[src/rtl/md_pkg.sv]
// Shared encodings for the multiply/divide issue controller: op codes,
// the idle drive value and the occupancy state encoding.
package md_pkg;

  localparam logic [2:0] OP_MULT  = 3'b000;
  localparam logic [2:0] OP_MULTU = 3'b001;
  localparam logic [2:0] OP_DIV   = 3'b010;
  localparam logic [2:0] OP_DIVU  = 3'b011;
  localparam logic [2:0] OP_MTHI  = 3'b100;
  localparam logic [2:0] OP_MTLO  = 3'b101;
  localparam logic [2:0] OP_MFHI  = 3'b110;
  localparam logic [2:0] OP_MFLO  = 3'b111;

  // Falls into the unit's default branch, so an idle unit never writes hi/lo.
  localparam logic [2:0] OP_NOP   = 3'b111;

  typedef enum logic [1:0] {
    IDLE = 2'd0,
    MUL  = 2'd1,
    DIV  = 2'd2
  } md_state_e;

endpackage

[src/rtl/md_sched.sv]
// Issue and hazard controller for the P6 multiply/divide unit: decodes the
// E-stage md op, drives Start/md_op and stalls D-stage md ops while busy.
module md_sched
  import md_pkg::*;
#(
  parameter int MULT_CYCLES = 5,
  parameter int DIV_CYCLES  = 10,
  parameter int CNT_W       = 4
) (
  input  logic        clk,
  input  logic        reset,
  input  logic        id_md_valid,
  input  logic        ex_md_valid,
  input  logic [2:0]  ex_md_op,
  input  logic        ex_kill,
  output logic        md_start,
  output logic [2:0]  md_op,
  output logic        rd_hi,
  output logic        stall,
  output logic        busy,
  output logic        proto_err,
  output logic [15:0] stall_cnt,
  output logic [1:0]  dbg_state
);

  md_state_e        r_state;
  logic [CNT_W-1:0] r_cnt;
  logic             r_proto_err;
  logic [15:0]      r_stall_cnt;

  logic w_go;
  logic w_issue;
  logic w_mt;
  logic w_bad;

  // Handshake: md_start is a one-cycle strobe qualified by md_op. The unit
  // offers no ready; occupancy is inferred from the local latency counter,
  // so MULT_CYCLES/DIV_CYCLES must match the unit exactly.
  assign w_go    = ex_md_valid & ~ex_kill;
  assign w_issue = w_go & ~ex_md_op[2] & (r_state == IDLE);
  assign w_mt    = w_go & (ex_md_op[2:1] == 2'b10) & (r_state == IDLE);
  assign w_bad   = w_go & (ex_md_op[2:1] != 2'b11) & (r_state != IDLE);

  assign md_start  = w_issue;
  assign md_op     = (w_issue | w_mt) ? ex_md_op : OP_NOP;
  assign rd_hi     = (ex_md_op == OP_MFHI);
  assign busy      = w_issue | (r_state != IDLE);
  assign stall     = id_md_valid & busy;
  assign proto_err = r_proto_err;
  assign stall_cnt = r_stall_cnt;
  assign dbg_state = r_state;

  always_ff @(posedge clk or negedge reset) begin
    if (!reset) begin
      r_state     <= IDLE;
      r_cnt       <= '0;
      r_proto_err <= 1'b0;
      r_stall_cnt <= '0;
    end else begin
      case (r_state)
        IDLE: begin
          if (w_issue) begin
            if (ex_md_op[1]) begin
              r_state <= DIV;
              r_cnt   <= CNT_W'(DIV_CYCLES);
            end else begin
              r_state <= MUL;
              r_cnt   <= CNT_W'(MULT_CYCLES);
            end
          end
        end
        MUL, DIV: begin
          // The unit cannot abort, so the count always runs to completion.
          if (r_cnt == CNT_W'(1)) begin
            r_state <= IDLE;
            r_cnt   <= '0;
          end else begin
            r_cnt <= r_cnt - CNT_W'(1);
          end
        end
        default: begin
          r_state <= IDLE;
          r_cnt   <= '0;
        end
      endcase

      if (w_bad) r_proto_err <= 1'b1;
      if (stall && (r_stall_cnt != 16'hFFFF)) r_stall_cnt <= r_stall_cnt + 16'd1;
    end
  end

endmodule

[config.mk]
export PLATFORM = sky130hd
export DESIGN_NAME = md_sched
export DESIGN_NICKNAME = d
export VERILOG_FILES = /design/src/rtl/md_pkg.sv /design/src/rtl/md_sched.sv
export SDC_FILE = /design/constraint.sdc
export NUM_CORES = 1
export LEC_CHECK = 0
export ABC_CLOCK_PERIOD_IN_PS = 2200
export CORE_MARGIN = 5
export CORE_UTILIZATION = 48
export CTS_CLUSTER_DIAMETER = 60
export DETAILED_ROUTE_END_ITERATION = 7
export GPL_ROUTABILITY_DRIVEN = 0
export PLACE_DENSITY = 0.82
export SETUP_SLACK_MARGIN = 0.4
export SYNTH_ARGS = -nofsm -noshare
export SYNTH_HDL_FRONTEND = slang
export SYNTH_SLANG_ARGS = --single-unit
[constraint.sdc]
create_clock -name clk -period 2.2 [get_ports clk]
set_input_delay 0.22 -clock clk [delete_from_list [all_inputs] [get_ports clk]]
set_output_delay 0.22 -clock clk [all_outputs]
set_load 0.01 [all_outputs]
; After elaboration in Yosys (flattened, before gate mapping)
; Cells that the tools add are included.
; W data, S select, Z words.
[op_classes]
n_eq_ne = 9
n_mux = 9
div = 0
n_shift = 0
n_lt_le_gt_ge = 0
mul = 0
n_reduce_logical = 5
n_addsub = 2
bitwise = 12
[ops]
columns = operator, n
row1 = $add A16 B1 Y16 const B, 1
row2 = $ne A16 B16 Y1 const B, 1
row3 = $mux W4, 3
row4 = $and A1 B1 Y1, 8
row5 = $pmux W4 S2, 1
row6 = $mux W2, 3
row7 = $ne A2 B2 Y1 const B, 3
row8 = $eq A2 B2 Y1 const B, 2
row9 = $eq A4 B1 Y1 const B, 1
row10 = $pmux W2 S2, 1
row11 = $sub A4 B1 Y4 const B, 1
row12 = $eq A3 B3 Y1 const B, 1
row13 = $mux W3, 1
row14 = $eq A2 B1 Y1 const B, 1
row15 = $logic_not A2 Y1, 1
row16 = $not A1 Y1, 2
row17 = $or A1 B1 Y1, 2
row18 = $reduce_and A2 Y1, 1
row19 = $reduce_bool A2 Y1, 1
row20 = $reduce_or A2 Y1, 1
row21 = $logic_and A1 B1 Y1, 1
[totals]
wordCells = 41
in_bits = 8
memories = 0
ram_bits = 0
out_inout_bits = 26
latch_bits = 0
rom_bits = 0
reg_bits = 23

; Depth between registers and ports, before layout
[logic_depth]
depth_word = 7
depth_mapped = 7
depth_no_buf = 7

; Worst setup path after synthesis
; Ideal clock, no wire load.
[synth_timing]
kind = flip-flop to flip-flop
startpoint = reg r_state[0] (netlist: dbg_state[0])
endpoint = reg r_stall_cnt[1] (netlist: stall_cnt[1])
setup_time_ns = 0.125
arrival_time_ns = 1.552
path_buffers = 0
setup_slack_ns = 0.523
stages_incl_launch_ff = 7
required_ns = 2.075
synth_period_minus_slack_ns = 1.677
cell_sequence = dfrtp_1 inv_1 ha_1 inv_1 o21ai_2 a21oi_2 mux2_2
[synth_between]
elab_chain_cells = 5
elab_cells_between_ends = 6
classes_between = 3 x bitwise / 3 x reduce/logical
[synth_lines]
columns = element, line_no
row1 = "start, declared", md_sched.sv:26  ; md_state_e r_state;
row2 = "start signal, assigned", md_sched.sv:55  ; r_state <= IDLE;
row3 = "start signal, assigned", md_sched.sv:64  ; r_state <= DIV;
row4 = "start signal, assigned", md_sched.sv:67  ; r_state <= MUL;
row5 = $logic_not A2 Y1, md_sched.sv:40  ; assign w_issue = w_go & ~ex_md_op[2] & (r_state == IDLE);
row6 = $and A1 B1 Y1, md_sched.sv:40
row7 = $or A1 B1 Y1 *, md_sched.sv:47  ; assign busy = w_issue | (r_state != IDLE);
row8 = $and A1 B1 Y1 *, md_sched.sv:48  ; assign stall = id_md_valid & busy;
row9 = $logic_and A1 B1 Y1 *, md_sched.sv:88  ; if (stall && (r_stall_cnt != 16'hFFFF)) r_stall_cnt <= r_stall_cnt + 16'd1;
row10 = "end signal, assigned", md_sched.sv:88
row11 = "end, declared", md_sched.sv:29  ; logic [15:0] r_stall_cnt;
; Mark *: on every way between the ends. The rest lies on a longest branch, timed or not.
; A chain may end at the register's enable or synchronous reset.

; Final worst setup path
[layout_timing]
startpoint = reg r_state[1] (netlist: dbg_state[1])
endpoint = out md_op[1]
[layout_between]
elab_chain_cells = 4
elab_cells_between_ends = 5
classes_between = 1 x mux / 3 x bitwise / 1 x reduce/logical
[layout_lines]
columns = element, line_no
row1 = $logic_not A2 Y1 *, "md_sched.sv:40, md_sched.sv:41"
row2 = "$and A1 B1 Y1, on equally long branches", "md_sched.sv:40, md_sched.sv:41"
row3 = $or A1 B1 Y1 *, md_sched.sv:45  ; assign md_op = (w_issue | w_mt) ? ex_md_op : OP_NOP;
row4 = $mux W3 *, md_sched.sv:45
row5 = "end, declared", md_sched.sv:17  ; output logic [2:0] md_op,
; Marks and branches as above.

==> impl_metrics.json <==
{
  "status": "finished clean",
  "final_util_pct": 67.7,
  "antenna_cells": 0,
  "cts_tree": "done",
  "drive_gt1_share_pct": 21.8,
  "fp.dieW_um": 62.3,
  "grt_pass1_wl_mm": 5.35,
  "timing.final.ws_setup_ns": 0.441,
  "start_kind": "flop",
  "tightest_slew_ns": 0.542,
  "wl_per_cell_um": 15.1,
  "path_class": "flop to primary output",
  "ant_nets": 0,
  "finClkSkew_ns": 0.00333,
  "synthTopCellsByCount": "dfrtp_1, xor2_1, inv_1",
  "syn_area_sq_um": 1310,
  "setup-tns-final_ns": 0,
  "first_pass_iters": 4,
  "synth_most_common_cell": "dfrtp_1",
  "postCtsHoldBufs": 0,
  "drc_errors": 0,
  "p_leak_nw": 0.835,
  "clockBufferDepth": 2,
  "cts_sinks": 23,
  "cp.arrival_ns": 1.54,
  "grt_usage_pct": 16.1,
  "ys.warnings.count": 0,
  "required_ns": 1.98,
  "synth_area_leader_cell": "dfrtp_1",
  "p_total_mw": 1.92,
  "area_delta_synth_final_pct": 38.5,
  "antenna_found_initial": 0,
  "rows": 19,
  "synth_flop_cell": "dfrtp_1",
  "max_freq_ghz": 0.568,
  "syn_nets": 137,
  "grt_pass1_vias": 1161,
  "synth_top_area_share_pct": 43.8,
  "maxCapViolations": 0,
  "h-tree-depth": 1,
  "period_share_pct": 80.0,
  "netlist_instances": 124,
  "clkLatencyLatePin_ns": 0.30,
  "slew_viol_final": 0,
  "io_buffers": 33,
  "p_per_area_nw_per_um2": 1060,
  "critPathLaunch": "dbg_state[1]",
  "end_kind": "primary output",
  "clkTransAtPathRegs_ns": 0.13,
  "dieArea_sq_um": 3880,
  "ys_seq_area_share_pct": 43.8,
  "placeableCoreArea_sq_um": 2690,
  "place_ws_ns": 0.184,
  "io_pins": 34,
  "synthTopCellsByArea": "dfrtp_1, xor2_1, ha_1, a2111oi_4, inv_1",
  "wl_mm": 3.04,
  "numCtsBuffers": 3,
  "rsz0062_at_grt": "yes",
  "hold_viol_final": 0,
  "grt_overflow": 0,
  "die_y_um": 62.3,
  "synth-seq-cells": 23,
  "layout_min_cycle_time_ns": 1.76,
  "synth_cell_types": 38,
  "r2r-start": "dbg_state[1]",
  "vias": 1119,
  "cts.root.buffer_cell": "clkbuf_4",
  "dp_hpwl_mm": 2.28,
  "via_per_inst": 5.57,
  "ir_drop_uv": 782,
  "synth_edf_count": 0,
  "setup_violations": 0,
  "async_reset_ff_share_pct": 100,
  "postSynthAreaPerCell_sq_um": 10.6,
  "crit_fanout": 5,
  "hp-class": "input pin to asynchronous set/reset pin",
  "drt_iter0_drc": 53,
  "finalNetCount": 184,
  "grt_max_degree": 24,
  "initial_core_util_pct": 48.9,
  "slew_headroom_pct": 63.7
}
==> area by class of cell <==
cell class / count / area (sq um)
clock buffers: 3 / 22.5
clock inverters: 1 / 5.00
fillers: 198 / 867
inverters: 10 / 37.5
multi-input cells: 90 / 747
flip-flops and latches: 23 / 576
well taps: 31 / 38.8
repair buffers: 43 / 393
==> worst paths after layout <==
kind                                 endpoint  slack [ns]  cells past startpoint
worst max-delay path                 md_op[1]        0.44                      5
max in group asynchronous            r_cnt[1]        1.72                      2
min in group clk                    proto_err        0.48                      1
worst min register to register      proto_err        0.48                      1
worst min-delay path             stall_cnt[8]        0.25                      2
worst max register to register  stall_cnt[12]        0.47                      8
==> metal layers <==
layer	part of all wire [%]	GRT usage [%]	wire [um]
met5	0	0	0
met4	0.33	1.33	10
met3	5.6	4.86	169
met2	51	27.6	1560
met1	43	20.7	1290
==> stage by stage <==
step                hold WS [ns]  cells  instance area [sq um]
floorplan                -0.0756    124                   1310
global placement           0.453    191                   1700
detailed placement         0.458    191                   1700
CTS                        0.253    198                   1780
global route               0.269    201                   1820
finish                     0.254    201                   1820
==> logic make-up (layout without fill, tap and decap cells) <==
kind of cell,count (synthesis),after routing,synth area share [%]
xor+xnor,13,13,8.67
flops,23,23,43.8
mux,3,3,2.38
simple gates,43,43,19.5
buf+inv,11,57,3.71
fa+ha+maj,5,5,4.76
compound gates,26,26,17.1
==> report_power, final <==
| part | switching (mW) | internal [mW] |
|---|---|---|
| Sequential | 0.154 | 0.543 |
| Clock | 0.125 | 0.0677 |
| Combinational | 0.502 | 0.532 |
| Total | 0.781 | 1.14 |
==> worst max-delay path: stages (launching register included) <==
cell	delay, ns
dfrtp_1	0.42
inv_2	0.09
ha_4	0.16
nand2b_1	0.12
nand2b_1	0.17
dlygate4sd2_1	0.28
==> layout by cell type (no fill, tap or decap), types with 4 or more instances in the layout <==
cell / netlist / routed
nand2_1: 9 / 9
xor2_1: 11 / 11
nand3_1: 5 / 5
nor4_1: 5 / 4
buf_4: 0 / 10
dfrtp_1: 23 / 23
inv_1: 10 / 7
nand2b_1: 4 / 4
a31oi_1: 4 / 4
o21ai_0: 4 / 4
clkdlybuf4s50_1: 0 / 26
==> state kept, by name (all words and copies together) (netlist names) <==
register   count
stall_cnt     16
r_cnt          4
proto_err      1
dbg_state      2
==> repair_timing <==
item	CTS	global route
pin swaps	1	3
resized for setup	16	12
endpoints found under the setup margin	8	9
buffers inserted	3	3
(Power assumes the default switching activity.)
